--- config.mk ---
export PLATFORM = sky130hd
export DESIGN_NAME = branch_resolve_unit
export DESIGN_NICKNAME = d
export VERILOG_FILES = /design/src/rtl/bru_pkg.sv /design/src/rtl/bru_sat_counter.sv /design/src/rtl/branch_resolve_unit.sv
export SDC_FILE = /design/constraint.sdc
export NUM_CORES = 1
export LEC_CHECK = 0
export CORE_AREA = 2 2 178 180
export CTS_BUF_LIST = sky130_fd_sc_hd__clkbuf_16
export CTS_CLUSTER_SIZE = 16
export DETAILED_ROUTE_END_ITERATION = 7
export DIE_AREA = 0 0 180 182
export PLACE_DENSITY = 0.76
export SKIP_CTS_REPAIR_TIMING = 1
export SLEW_MARGIN = 20
export SYNTH_ARGS = -nofsm -noshare
export SYNTH_HDL_FRONTEND = slang
export SYNTH_SLANG_ARGS = --single-unit
--- constraint.sdc ---
create_clock -name clk_i -period 7 [get_ports clk_i]
set_clock_uncertainty 0.15 [all_clocks]
set_input_delay 1.05 -clock clk_i [delete_from_list [all_inputs] [get_ports clk_i]]
set_output_delay 1.05 -clock clk_i [all_outputs]
set_load 0.1 [all_outputs]
--- src/rtl/bru_pkg.sv ---
// ---------------------------------------------------------------------------
// bru_pkg
// Shared types and constants for the branch resolve unit.
//   bru_state_e  : resolve FSM state (IDLE / FLUSH)
//   bp_update_t  : predictor update record (update strobe, taken, way, pc,
//                  target); address fields sized to BRU_ADDR_W, the widest
//                  address the unit supports
//   flush_cnt_w(): width of the flush down-counter for a given flush length
// ---------------------------------------------------------------------------
package bru_pkg;

  localparam int BRU_ADDR_W         = 64;
  localparam int FLUSH_CYCLES_DEF   = 2;
  localparam int FLUSH_CNT_W        = $clog2(FLUSH_CYCLES_DEF + 1);

  typedef enum logic [0:0] {
    IDLE  = 1'b0,
    FLUSH = 1'b1
  } bru_state_e;

  typedef struct packed {
    logic                  update;
    logic                  taken;
    logic [1:0]            way;
    logic [BRU_ADDR_W-1:0] pc;
    logic [BRU_ADDR_W-1:0] target;
  } bp_update_t;

  function automatic int flush_cnt_w(input int flush_cycles);
    return $clog2(flush_cycles + 1);
  endfunction

endpackage

--- src/rtl/bru_sat_counter.sv ---
// ---------------------------------------------------------------------------
// bru_sat_counter
// Saturating event counter: adds one per cycle with inc high and sticks at
// all-ones.
//   clk   in  1      clock
//   rst   in  1      synchronous active-high reset, clears the count
//   inc   in  1      count this cycle
//   count out WIDTH  current count (registered)
// ---------------------------------------------------------------------------
module bru_sat_counter #(
  parameter int WIDTH = 32
) (
  input  logic             clk,
  input  logic             rst,
  input  logic             inc,
  output logic [WIDTH-1:0] count
);

  function automatic logic [WIDTH-1:0] sat_inc(input logic [WIDTH-1:0] v);
    return (&v) ? v : v + 1'b1;
  endfunction

  always_ff @(posedge clk) begin
    if (rst) begin
      count <= '0;
    end else if (inc) begin
      count <= sat_inc(count);
    end
  end

endmodule

--- src/rtl/branch_resolve_unit.sv ---
// ---------------------------------------------------------------------------
// branch_resolve_unit
// Execute-stage branch resolution. Compares each resolved branch/jump with
// the prediction carried from fetch, emits the predictor (BHT/BTB) update one
// cycle later and, on a mispredict, pulses a redirect and holds flush_o for
// FLUSH_CYCLES cycles. Exec inputs seen during the flush are wrong-path and
// ignored.
//
// Optional build macro: BRU_PERF_CNT_EN enables saturating resolve and
// mispredict counters; without it the counter ports are tied to zero.
//
// Ports
//   clk_i, arst_i (sync, active-high)
//   stall_exec_i, valid_exec_i, branch_instr_exec_i, jump_instr_exec_i,
//   branch_taken_exec_i, pred_taken_exec_i, way_exec_i[1:0],
//   pc_exec_i, target_exec_i, pred_target_exec_i  [ADDR_WIDTH-1:0]
//   bp_update_o, bp_taken_o, bp_way_o[1:0], bp_pc_o, bp_target_o
//   flush_o, redirect_valid_o, redirect_pc_o
//   branch_cnt_o, mispred_cnt_o  [CNT_WIDTH-1:0]
// ADDR_WIDTH must not exceed bru_pkg::BRU_ADDR_W.
// ---------------------------------------------------------------------------
module branch_resolve_unit
  import bru_pkg::*;
#(
  parameter int ADDR_WIDTH   = 64,
  parameter int FLUSH_CYCLES = 2,
  parameter int CNT_WIDTH    = 32
) (
  input  logic                  clk_i,
  input  logic                  arst_i,
  input  logic                  stall_exec_i,
  input  logic                  valid_exec_i,
  input  logic                  branch_instr_exec_i,
  input  logic                  jump_instr_exec_i,
  input  logic                  branch_taken_exec_i,
  input  logic                  pred_taken_exec_i,
  input  logic [1:0]            way_exec_i,
  input  logic [ADDR_WIDTH-1:0] pc_exec_i,
  input  logic [ADDR_WIDTH-1:0] target_exec_i,
  input  logic [ADDR_WIDTH-1:0] pred_target_exec_i,
  output logic                  bp_update_o,
  output logic                  bp_taken_o,
  output logic [1:0]            bp_way_o,
  output logic [ADDR_WIDTH-1:0] bp_pc_o,
  output logic [ADDR_WIDTH-1:0] bp_target_o,
  output logic                  flush_o,
  output logic                  redirect_valid_o,
  output logic [ADDR_WIDTH-1:0] redirect_pc_o,
  output logic [CNT_WIDTH-1:0]  branch_cnt_o,
  output logic [CNT_WIDTH-1:0]  mispred_cnt_o
);

  localparam int FCW = flush_cnt_w(FLUSH_CYCLES);

  bru_state_e            state;
  logic [FCW-1:0]        flush_cnt;

  logic                  evt_p0;
  logic                  taken_p0;
  logic                  mis_p0;
  logic [ADDR_WIDTH-1:0] next_pc_p0;

  bp_update_t            bp_p1;
  logic                  redirect_vld_p1;
  logic [ADDR_WIDTH-1:0] redirect_pc_p1;

  // ---- stage p0: resolve against the prediction (combinational) ----
  always_comb begin
    evt_p0     = valid_exec_i & ~stall_exec_i &
                 (branch_instr_exec_i | jump_instr_exec_i) & (state == IDLE);
    taken_p0   = jump_instr_exec_i | branch_taken_exec_i;
    // A taken/taken pair still mispredicts if the BTB supplied a stale target.
    mis_p0     = evt_p0 & ((taken_p0 != pred_taken_exec_i) |
                           (taken_p0 & pred_taken_exec_i &
                            (target_exec_i != pred_target_exec_i)));
    next_pc_p0 = taken_p0 ? target_exec_i : pc_exec_i + ADDR_WIDTH'(4);
  end

  // ---- stage p1: registered predictor update, redirect and flush FSM ----
  always_ff @(posedge clk_i) begin
    if (arst_i) begin
      state           <= IDLE;
      flush_cnt       <= '0;
      redirect_vld_p1 <= 1'b0;
      redirect_pc_p1  <= '0;
      bp_p1           <= '0;
    end else begin
      bp_p1.update    <= evt_p0;
      if (evt_p0) begin
        bp_p1.taken  <= taken_p0;
        bp_p1.way    <= way_exec_i;
        bp_p1.pc     <= BRU_ADDR_W'(pc_exec_i);
        bp_p1.target <= BRU_ADDR_W'(target_exec_i);
      end

      redirect_vld_p1 <= 1'b0;
      case (state)
        IDLE: begin
          if (mis_p0) begin
            state           <= FLUSH;
            flush_cnt       <= FCW'(FLUSH_CYCLES - 1);
            redirect_vld_p1 <= 1'b1;
            redirect_pc_p1  <= next_pc_p0;
          end
        end
        FLUSH: begin
          // Counter holds the number of flush cycles still to follow this one.
          if (flush_cnt == '0) begin
            state <= IDLE;
          end else begin
            flush_cnt <= flush_cnt - 1'b1;
          end
        end
        default: state <= IDLE;
      endcase
    end
  end

  assign bp_update_o      = bp_p1.update;
  assign bp_taken_o       = bp_p1.taken;
  assign bp_way_o         = bp_p1.way;
  assign bp_pc_o          = bp_p1.pc[ADDR_WIDTH-1:0];
  assign bp_target_o      = bp_p1.target[ADDR_WIDTH-1:0];
  assign flush_o          = (state == FLUSH);
  assign redirect_valid_o = redirect_vld_p1;
  assign redirect_pc_o    = redirect_pc_p1;

`ifdef BRU_PERF_CNT_EN
  bru_sat_counter #(.WIDTH(CNT_WIDTH)) u_branch_cnt (
    .clk   (clk_i),
    .rst   (arst_i),
    .inc   (evt_p0),
    .count (branch_cnt_o)
  );

  bru_sat_counter #(.WIDTH(CNT_WIDTH)) u_mispred_cnt (
    .clk   (clk_i),
    .rst   (arst_i),
    .inc   (mis_p0),
    .count (mispred_cnt_o)
  );
`else
  assign branch_cnt_o  = '0;
  assign mispred_cnt_o = '0;
`endif

endmodule

==> results of run 1 <==
==> stage by stage <==
stage                     hold WS [ps]   util  cells  setup WS (ps)  instance area [µm²]
final                              305  0.483   2089           2960                15000
after global routing               322  0.483   2089           2840                15000
after CTS                          306  0.483   2089           3000                15000
after detailed placement           296  0.465   2057           2540                14400
after global placement             290  0.466   2057           2620                14400
after floorplan                    313      -   1399           3210                10600
==> cell usage after synthesis (all sizes together), types with 2 or more instances <==
| cell type | number |
|---|---|
| o21ai | 25 |
| or2 | 4 |
| dfxtp | 200 |
| ha | 3 |
| nand4 | 33 |
| buf | 73 |
| and3 | 12 |
| a311o | 17 |
| nand3 | 23 |
| a211o | 23 |
| o31ai | 8 |
| mux2i | 55 |
| mux2 | 10 |
| nand2 | 325 |
| a31oi | 3 |
| xnor2 | 79 |
| and2 | 3 |
| a211oi | 3 |
| and4 | 7 |
| inv | 8 |
| nor4 | 21 |
| or3 | 14 |
| nor2b | 8 |
| a32oi | 2 |
| or4 | 12 |
| nor3 | 11 |
| a21oi | 138 |
| xor2 | 21 |
| nor2 | 84 |
| clkbuf | 82 |
| nand2b | 20 |
==> layer usage <==
metal,up-vias,global-route usage
met2,470,0.421
met5,-,0
met4,0,0.0946
met1,5091,0.330
li1,5083,-
met3,84,0.0640
==> sequential cells by signal, summed over array words and instances, names as in the netlist <==
name,cells
redirect_valid_o,1
flush_cnt,2
bp_update_o,1
redirect_pc_o,64
flush_o,1
bp_taken_o,1
bp_target_o,64
bp_way_o,2
bp_pc_o,64
==> layout make-up <==
type	instances	area, µm²
tap	402	503
multi-input combinational	1035	5800
sequential	200	4000
fill	3055	16000
clock buffer	17	425
inverter	9	33.8
clock inverter	15	126
timing repair buffer	411	4080
==> cells by family after synthesis <==
group           Yosys count  synth area share
xor+xnor                100            0.0842
mux                      65            0.0637
flops                   200             0.385
other cells               1          0.000360
fa+ha+maj                 3           0.00361
buf+inv                 164            0.0832
simple gates            578             0.250
compound gates          225             0.130
==> worst paths after layout <==
kind | start | end | slack, ps | cells after the start
max | pc_exec_i[17] | redirect_pc_o[48]$_SDFFE_PP0P_ | 2960 | 7
min | bp_target_o[54]$_SDFFE_PP0P_ | bp_target_o[54]$_SDFFE_PP0P_ | 310 | 2
max reg2reg | flush_o$_SDFF_PP0_ | redirect_pc_o[41]$_SDFFE_PP0P_ | 4240 | 6
min reg2reg | bp_target_o[54]$_SDFFE_PP0P_ | bp_target_o[54]$_SDFFE_PP0P_ | 310 | 2
==> worst max-delay path, cell delays in order <==
cell	delay [ps]
clkdlybuf4s50_1	600
nand4_2	220
or3_1	700
or3_1	650
or4_1	550
a311o_1	360
mux2i_1	110
==> report_power, final <==
part | internal (mW) | total (mW) | switching [mW] | leakage (nW)
clock | 0.493 | 0.973 | 0.480 | 0.269
combinational | 0.298 | 1.15 | 0.852 | 3.59
sequential | 1.20 | 1.23 | 0.0299 | 1.63
total | 1.99 | 3.35 | 1.36 | 5.49
==> impl_metrics.json, run 1 <==
{
  "status": "finished clean",
  "yosysSeqAreaShare": 0.385,
  "finalSetupTns_ps": 0,
  "clk_latency_ps": 430,
  "cp_max_fo": 17,
  "critPathArrivalTime_ps": 4260,
  "slew_violations": 0,
  "cts_root_buf": "clkbuf_16",
  "top_layer_used": "met4",
  "synthTopCellsByArea": "dfxtp_1, nand2_1, xnor2_1",
  "design_power_total_mw": 3.35,
  "worst_pin_slew_ps": 1130,
  "wl_met2_mm": 20.2,
  "start_kind": "primary input",
  "overflow": 0,
  "syn_area_um2": 10400,
  "crit_required_ps": 7220,
  "path_clk_slew_ps": 70,
  "netlist_instances": 1336,
  "met1_length_mm": 18.9,
  "viasPerCell": 5.14,
  "ys_ff_latch": 200,
  "routed_wl_mm": 43.9,
  "drive_gt1_frac": 0.0368,
  "synth_top_cell_area_share": 0.385,
  "hpwl_mm": 33.8,
  "initial_utilization": 0.336,
  "fmax_mhz": 248,
  "powerDensity_nw_per_um2": 224,
  "portBuffers": 399,
  "drc": 0,
  "p_leak_nw": 5.49,
  "fp.coreArea_um2": 31000,
  "fin_crit_sh": 0.577,
  "rows": 65,
  "antenna_found_initial": 0,
  "crit_path_end_kind": "flip-flop",
  "synth_warnings": 0,
  "cts_buffer_depth": 2,
  "slew_headroom": 0.243,
  "synth_top_cell_by_area": "dfxtp_1",
  "groute.usage.overall": 0.258,
  "hold_path_class": "reg -> reg",
  "grt_pass1_wl_mm": 64.1,
  "min_period_ps": 4040,
  "drv_cap": 0,
  "cts_tree": "yes",
  "setup_violations": 0,
  "synth_edf_count": 0,
  "dieArea_um2": 32800,
  "synthDistinctLibCells": 45,
  "vias": 10700,
  "first_pass_iters": 6,
  "htreeDepth": 4,
  "detail-route-antenna-nets": 0,
  "synth_flop_cell": "dfxtp_1",
  "diodes": 0,
  "fp.dieH_um": 182,
  "hold_violations": 0,
  "grt_max_degree": 119,
  "cts_buffers": 17,
  "grt_pass1_vias": 10100,
  "nNetsFinal": 1879,
  "layout_common_cells": "clkdlybuf4s50_1, nand2_1, dfxtp_1",
  "avgSynthCellArea_um2": 7.79,
  "async_flop_share": 0,
  "path_class": "in -> reg",
  "wl_met3_mm": 3.11,
  "rsz0062_at_grt": "false",
  "dr.first_iter.drc_count": 771,
  "io_pins": 464,
  "mostFrequentLayoutCell": "clkdlybuf4s50_1",
  "ir_drop_mv": 0.127,
  "routabilityCongestion": 0.876,
  "syn_to_final_growth_pct": 43.9,
  "die_w_um": 180,
  "wl_per_cell_um": 21.0,
  "numClockSinks": 200
}
Note: power is estimated with default switching activity, not from simulation.
==> inputs of run 2 (changes only) <==
CORE_AREA = 2 2 179 181   (was 2 2 178 180)
DIE_AREA = 0 0 181 183   (was 0 0 180 182)
PLACE_DENSITY = 0.75   (was 0.76)
clock period = 3.9 ns   (was 7 ns; I/O delays follow)
==> impl_metrics.json, run 2 (synthesis results as in run 1) <==
{
  "hpwl_mm": 35.1,
  "fin_crit_sh": 0.866,
  "min_period_ps": 3380,
  "drc": 0,
  "multi_input_area_um2": 5800,
  "vias": 11000,
  "setup_violations": 0,
  "finalSetupTns_ps": 0,
  "crit_path_end": "redirect_pc_o[63]$_SDFFE_PP0P_",
  "wl_per_cell_um": 21.3,
  "diodes": 0,
  "ir_drop_mv": 0.257,
  "fp.dieH_um": 183,
  "reg2reg_depth": 7,
  "drive_gt1_frac": 0.0574,
  "first_pass_iters": 5,
  "grt_max_degree": 133,
  "cts_buffer_depth": 2,
  "cts_root_buf": "clkbuf_16",
  "grt_pass1_wl_mm": 66.7,
  "rr_endpoint": "redirect_pc_o[20]$_SDFFE_PP0P_",
  "groute.usage.overall": 0.266,
  "mostFrequentLayoutCell": "clkdlybuf4s50_1",
  "status": "finished clean",
  "hold-worst-slack_ps": 307,
  "startpoint": "pc_exec_i[8]",
  "worstReg2RegStart": "flush_o$_SDFF_PP0_",
  "fill_cells": 3018,
  "fmax_mhz": 296,
  "dieArea_um2": 33100,
  "grt_pass1_vias": 10600,
  "viasPerCell": 5.17,
  "path_class": "in -> reg",
  "die_w_um": 181,
  "seqCellArea_um2": 4000,
  "layout_common_cells": "clkdlybuf4s50_1, nand2_1, dfxtp_1",
  "initial_utilization": 0.333,
  "hold_path_class": "reg -> reg",
  "cts_tree": "yes",
  "io_pins": 464,
  "detail-route-antenna-nets": 0,
  "slew_headroom": 0.260,
  "path_clk_slew_ps": 70,
  "syn_to_final_growth_pct": 47.1,
  "crit_required_ps": 4070,
  "dr.first_iter.drc_count": 698,
  "numClockSinks": 200,
  "rows": 65,
  "worst_pin_slew_ps": 1110,
  "start_kind": "primary input",
  "clk_latency_ps": 440,
  "routed_wl_mm": 45.4,
  "drv_cap": 0,
  "rsz0062_at_grt": "false",
  "crit_path_end_kind": "flip-flop",
  "routabilityCongestion": 0.894,
  "slew_violations": 0,
  "nNetsFinal": 1916,
  "powerDensity_nw_per_um2": 396,
  "ff2ff_setup_slack_ps": 2000,
  "cts_buffers": 17,
  "p_leak_nw": 5.69,
  "antenna_found_initial": 0,
  "overflow": 0,
  "portBuffers": 399,
  "fp.coreArea_um2": 31200,
  "htreeDepth": 4,
  "hold_violations": 0,
  "cp_max_fo": 8,
  "critPathArrivalTime_ps": 3550
}
-- run 2: worst min path at each step --
stage / startpoint / end / slack, ps / depth (start not counted)
floorplan: flush_cnt[0]$_SDFFE_PP0P_ / flush_cnt[0]$_SDFFE_PP0P_ / 310 / 2
finish: bp_pc_o[43]$_SDFFE_PP0P_ / bp_pc_o[43]$_SDFFE_PP0P_ / 310 / 2
global placement: redirect_pc_o[44]$_SDFFE_PP0P_ / redirect_pc_o[44]$_SDFFE_PP0P_ / 290 / 2
global route: bp_pc_o[21]$_SDFFE_PP0P_ / bp_pc_o[21]$_SDFFE_PP0P_ / 320 / 2
detailed placement: redirect_pc_o[44]$_SDFFE_PP0P_ / redirect_pc_o[44]$_SDFFE_PP0P_ / 290 / 2
CTS: bp_target_o[12]$_SDFFE_PP0P_ / bp_target_o[12]$_SDFFE_PP0P_ / 310 / 2
-- run 2: metal layers --
layer,GRT usage,wire length [µm]
met1,0.342,19300
met3,0.0506,3210
met4,0.0982,1560
met5,0,0
met2,0.446,21300
-- run 2: where the power goes --
group          switching (mW)  internal, mW  total, mW
Sequential             0.0562          2.15       2.20
Combinational            1.54         0.563       2.10
Clock                   0.873         0.882       1.76
-- run 2: per-stage QoR --
step / util / worst slack (ps) / instances / power, mW / cell area, µm²
3_5_place_dp: 0.472 / 126 / 2094 / 4.35 / 14700
6_report: 0.490 / 522 / 2126 / 6.06 / 15300
3_3_place_gp: 0.472 / 174 / 2094 / 4.33 / 14700
2_1_floorplan: - / 571 / 1399 / 3.69 / 10600
4_1_cts: 0.490 / 572 / 2126 / 6.09 / 15300
5_1_grt: 0.490 / 421 / 2126 / 6.25 / 15300
-- run 2: cell type report --
type                       count  area share
sequential                   200       0.262
clock inverter                15     0.00834
clock buffer                  17      0.0278
multi-input combinational   1035       0.379
tap                          402      0.0329
timing repair buffer         448       0.288
inverter                       9     0.00221
-- run 2: worst max-delay path: stages --
cell and delay [ps]:
clkdlybuf4s50_1 620, nand3_1 290, or4_1 770, or4_1 560
nor2_1 220, mux2i_1 340, a32oi_1 140
==> inputs of run 3 (changes only) <==
SKIP_LAST_GASP = 1   (was not set)
clock period = 3.45 ns   (was 3.9 ns; I/O delays follow)
==> impl_metrics.json, run 3 (synthesis results as in run 1) <==
{
  "status": "finished clean",
  "switching_share": 0.408,
  "hold_path_class": "in -> reg",
  "nNetsFinal": 1976,
  "path_class": "in -> reg",
  "worst_pin_slew_ps": 1020,
  "grt_max_degree": 135,
  "routed_wl_mm": 46.7,
  "htreeDepth": 4,
  "slew_headroom": 0.316,
  "met1_length_mm": 19.8,
  "cp_cell_sequence": "clkdlybuf4s50_1, nand4_2, or3_1, buf_4, or4_1, nor2_1, mux2i_1, a32oi_1",
  "slew_violations": 0,
  "pwr-share-seq": 0.371,
  "layout_common_cells": "nand2_1, clkdlybuf4s50_1, dfxtp_1",
  "vias": 11000,
  "setup_violations": 0,
  "rsz0062_at_grt": "false",
  "dr.first_iter.drc_count": 844,
  "fin_util": 0.498,
  "dieArea_um2": 33100,
  "hpwl_mm": 36.1,
  "crit_path_end_kind": "flip-flop",
  "wl_per_cell_um": 21.4,
  "first_pass_iters": 5,
  "top_layer_used": "met4",
  "start_kind": "primary input",
  "viasPerCell": 5.04,
  "hold_violations": 0,
  "fill_cells": 2969,
  "ir_drop_mv": 0.277,
  "io_pins": 464,
  "critPathArrivalTime_ps": 3200,
  "min_period_ps": 3030,
  "comb_power_share": 0.359,
  "fmax_mhz": 330,
  "p_leak_nw": 6.11,
  "fin_cells": 2187,
  "path_clk_slew_ps": 70,
  "fp.dieH_um": 183,
  "antenna_found_initial": 3,
  "dpl.cell_count": 2154,
  "initial_utilization": 0.333,
  "drv_cap": 0,
  "die_w_um": 181,
  "cts_tree": "yes",
  "power_frac_clock": 0.270,
  "hold_depth": 2,
  "groute.usage.overall": 0.274,
  "overflow": 0,
  "syn_to_final_growth_pct": 49.4,
  "mostFrequentLayoutCell": "nand2_1",
  "drive_gt1_frac": 0.132,
  "grt_pass1_wl_mm": 67.8,
  "routabilityCongestion": 0.882,
  "intPower_mw": 3.99,
  "power_switching_mw": 2.75,
  "clk_latency_ps": 440,
  "fp.coreArea_um2": 31200,
  "fin_crit_sh": 0.879,
  "hold-worst-slack_ps": 244,
  "powerDensity_nw_per_um2": 433,
  "cp_slowest_cell": "or4_1",
  "cts_buffer_depth": 2,
  "reg2reg_depth": 5,
  "cp_max_fo": 15,
  "portBuffers": 399,
  "crit_required_ps": 3620,
  "numClockSinks": 200,
  "rows": 65,
  "wl_met3_mm": 3.48,
  "grt_pass1_vias": 10700,
  "drc": 0,
  "wl_met2_mm": 21.4,
  "critical_path.max_stage_delay_ps": 570,
  "detail-route-antenna-nets": 0,
  "cts_buffers": 17,
  "cts_root_buf": "clkbuf_16"
}
[run 3: worst paths after layout]
check,from,to,slack (ps)
worst max register to register,flush_o$_SDFF_PP0_,bp_pc_o[10]$_SDFFE_PP0P_,1420
worst max-delay path,pc_exec_i[18],redirect_pc_o[63]$_SDFFE_PP0P_,420
worst min-delay path,arst_i,bp_target_o[46]$_SDFFE_PP0P_,240
worst min register to register,bp_pc_o[22]$_SDFFE_PP0P_,bp_pc_o[22]$_SDFFE_PP0P_,310
[run 3: final cells by class]
class | instances | area, µm² | area share
timing repair buffer | 508 | 4700 | 0.302
multi-input combinational | 1035 | 5800 | 0.373
clock inverter | 13 | 68.8 | 0.00443
sequential | 200 | 4000 | 0.258
antenna | 3 | 7.51 | 0.000483
inverter | 9 | 33.8 | 0.00217
clock buffer | 17 | 425 | 0.0274
tap | 402 | 503 | 0.0324
[run 3: power by group through the flow]
| stage | Combinational, mW | Sequential, mW | Clock, mW |
|---|---|---|---|
| floorplan | 0.804 | 3.37 | 0 |
| global placement | 2.40 | 2.54 | 0 |
| detailed placement | 2.41 | 2.55 | 0 |
| CTS | 2.42 | 2.49 | 1.85 |
| global route | 2.51 | 2.51 | 1.95 |
| finish | 2.42 | 2.49 | 1.82 |
[run 3: stage by stage]
step / TNS [ps] / power, mW / cell area, µm² / setup slack (ps)
finish: 0 / 6.73 / 15500 / 418
global route: 0 / 6.97 / 15500 / 340
CTS: 0 / 6.77 / 15500 / 450
detailed placement: -29.9 / 4.96 / 15000 / -23.5
global placement: -50.3 / 4.94 / 15000 / -50.3
floorplan: 0 / 4.17 / 10600 / 188
[run 3: layer usage]
layer / up-vias / track usage
met4: 0 / 0.127
met1: 5188 / 0.350
li1: 5280 / -
met3: 89 / 0.0647
met2: 476 / 0.439
met5: - / 0
[run 3: worst max-delay path, delay by kind of cell]
kind / cells / cell delay [ps]
buffers and inverters: 2 / 740
AO/OA/AOI/OAI: 1 / 150
AND/OR/NAND/NOR: 4 / 1400
multiplexers: 1 / 390
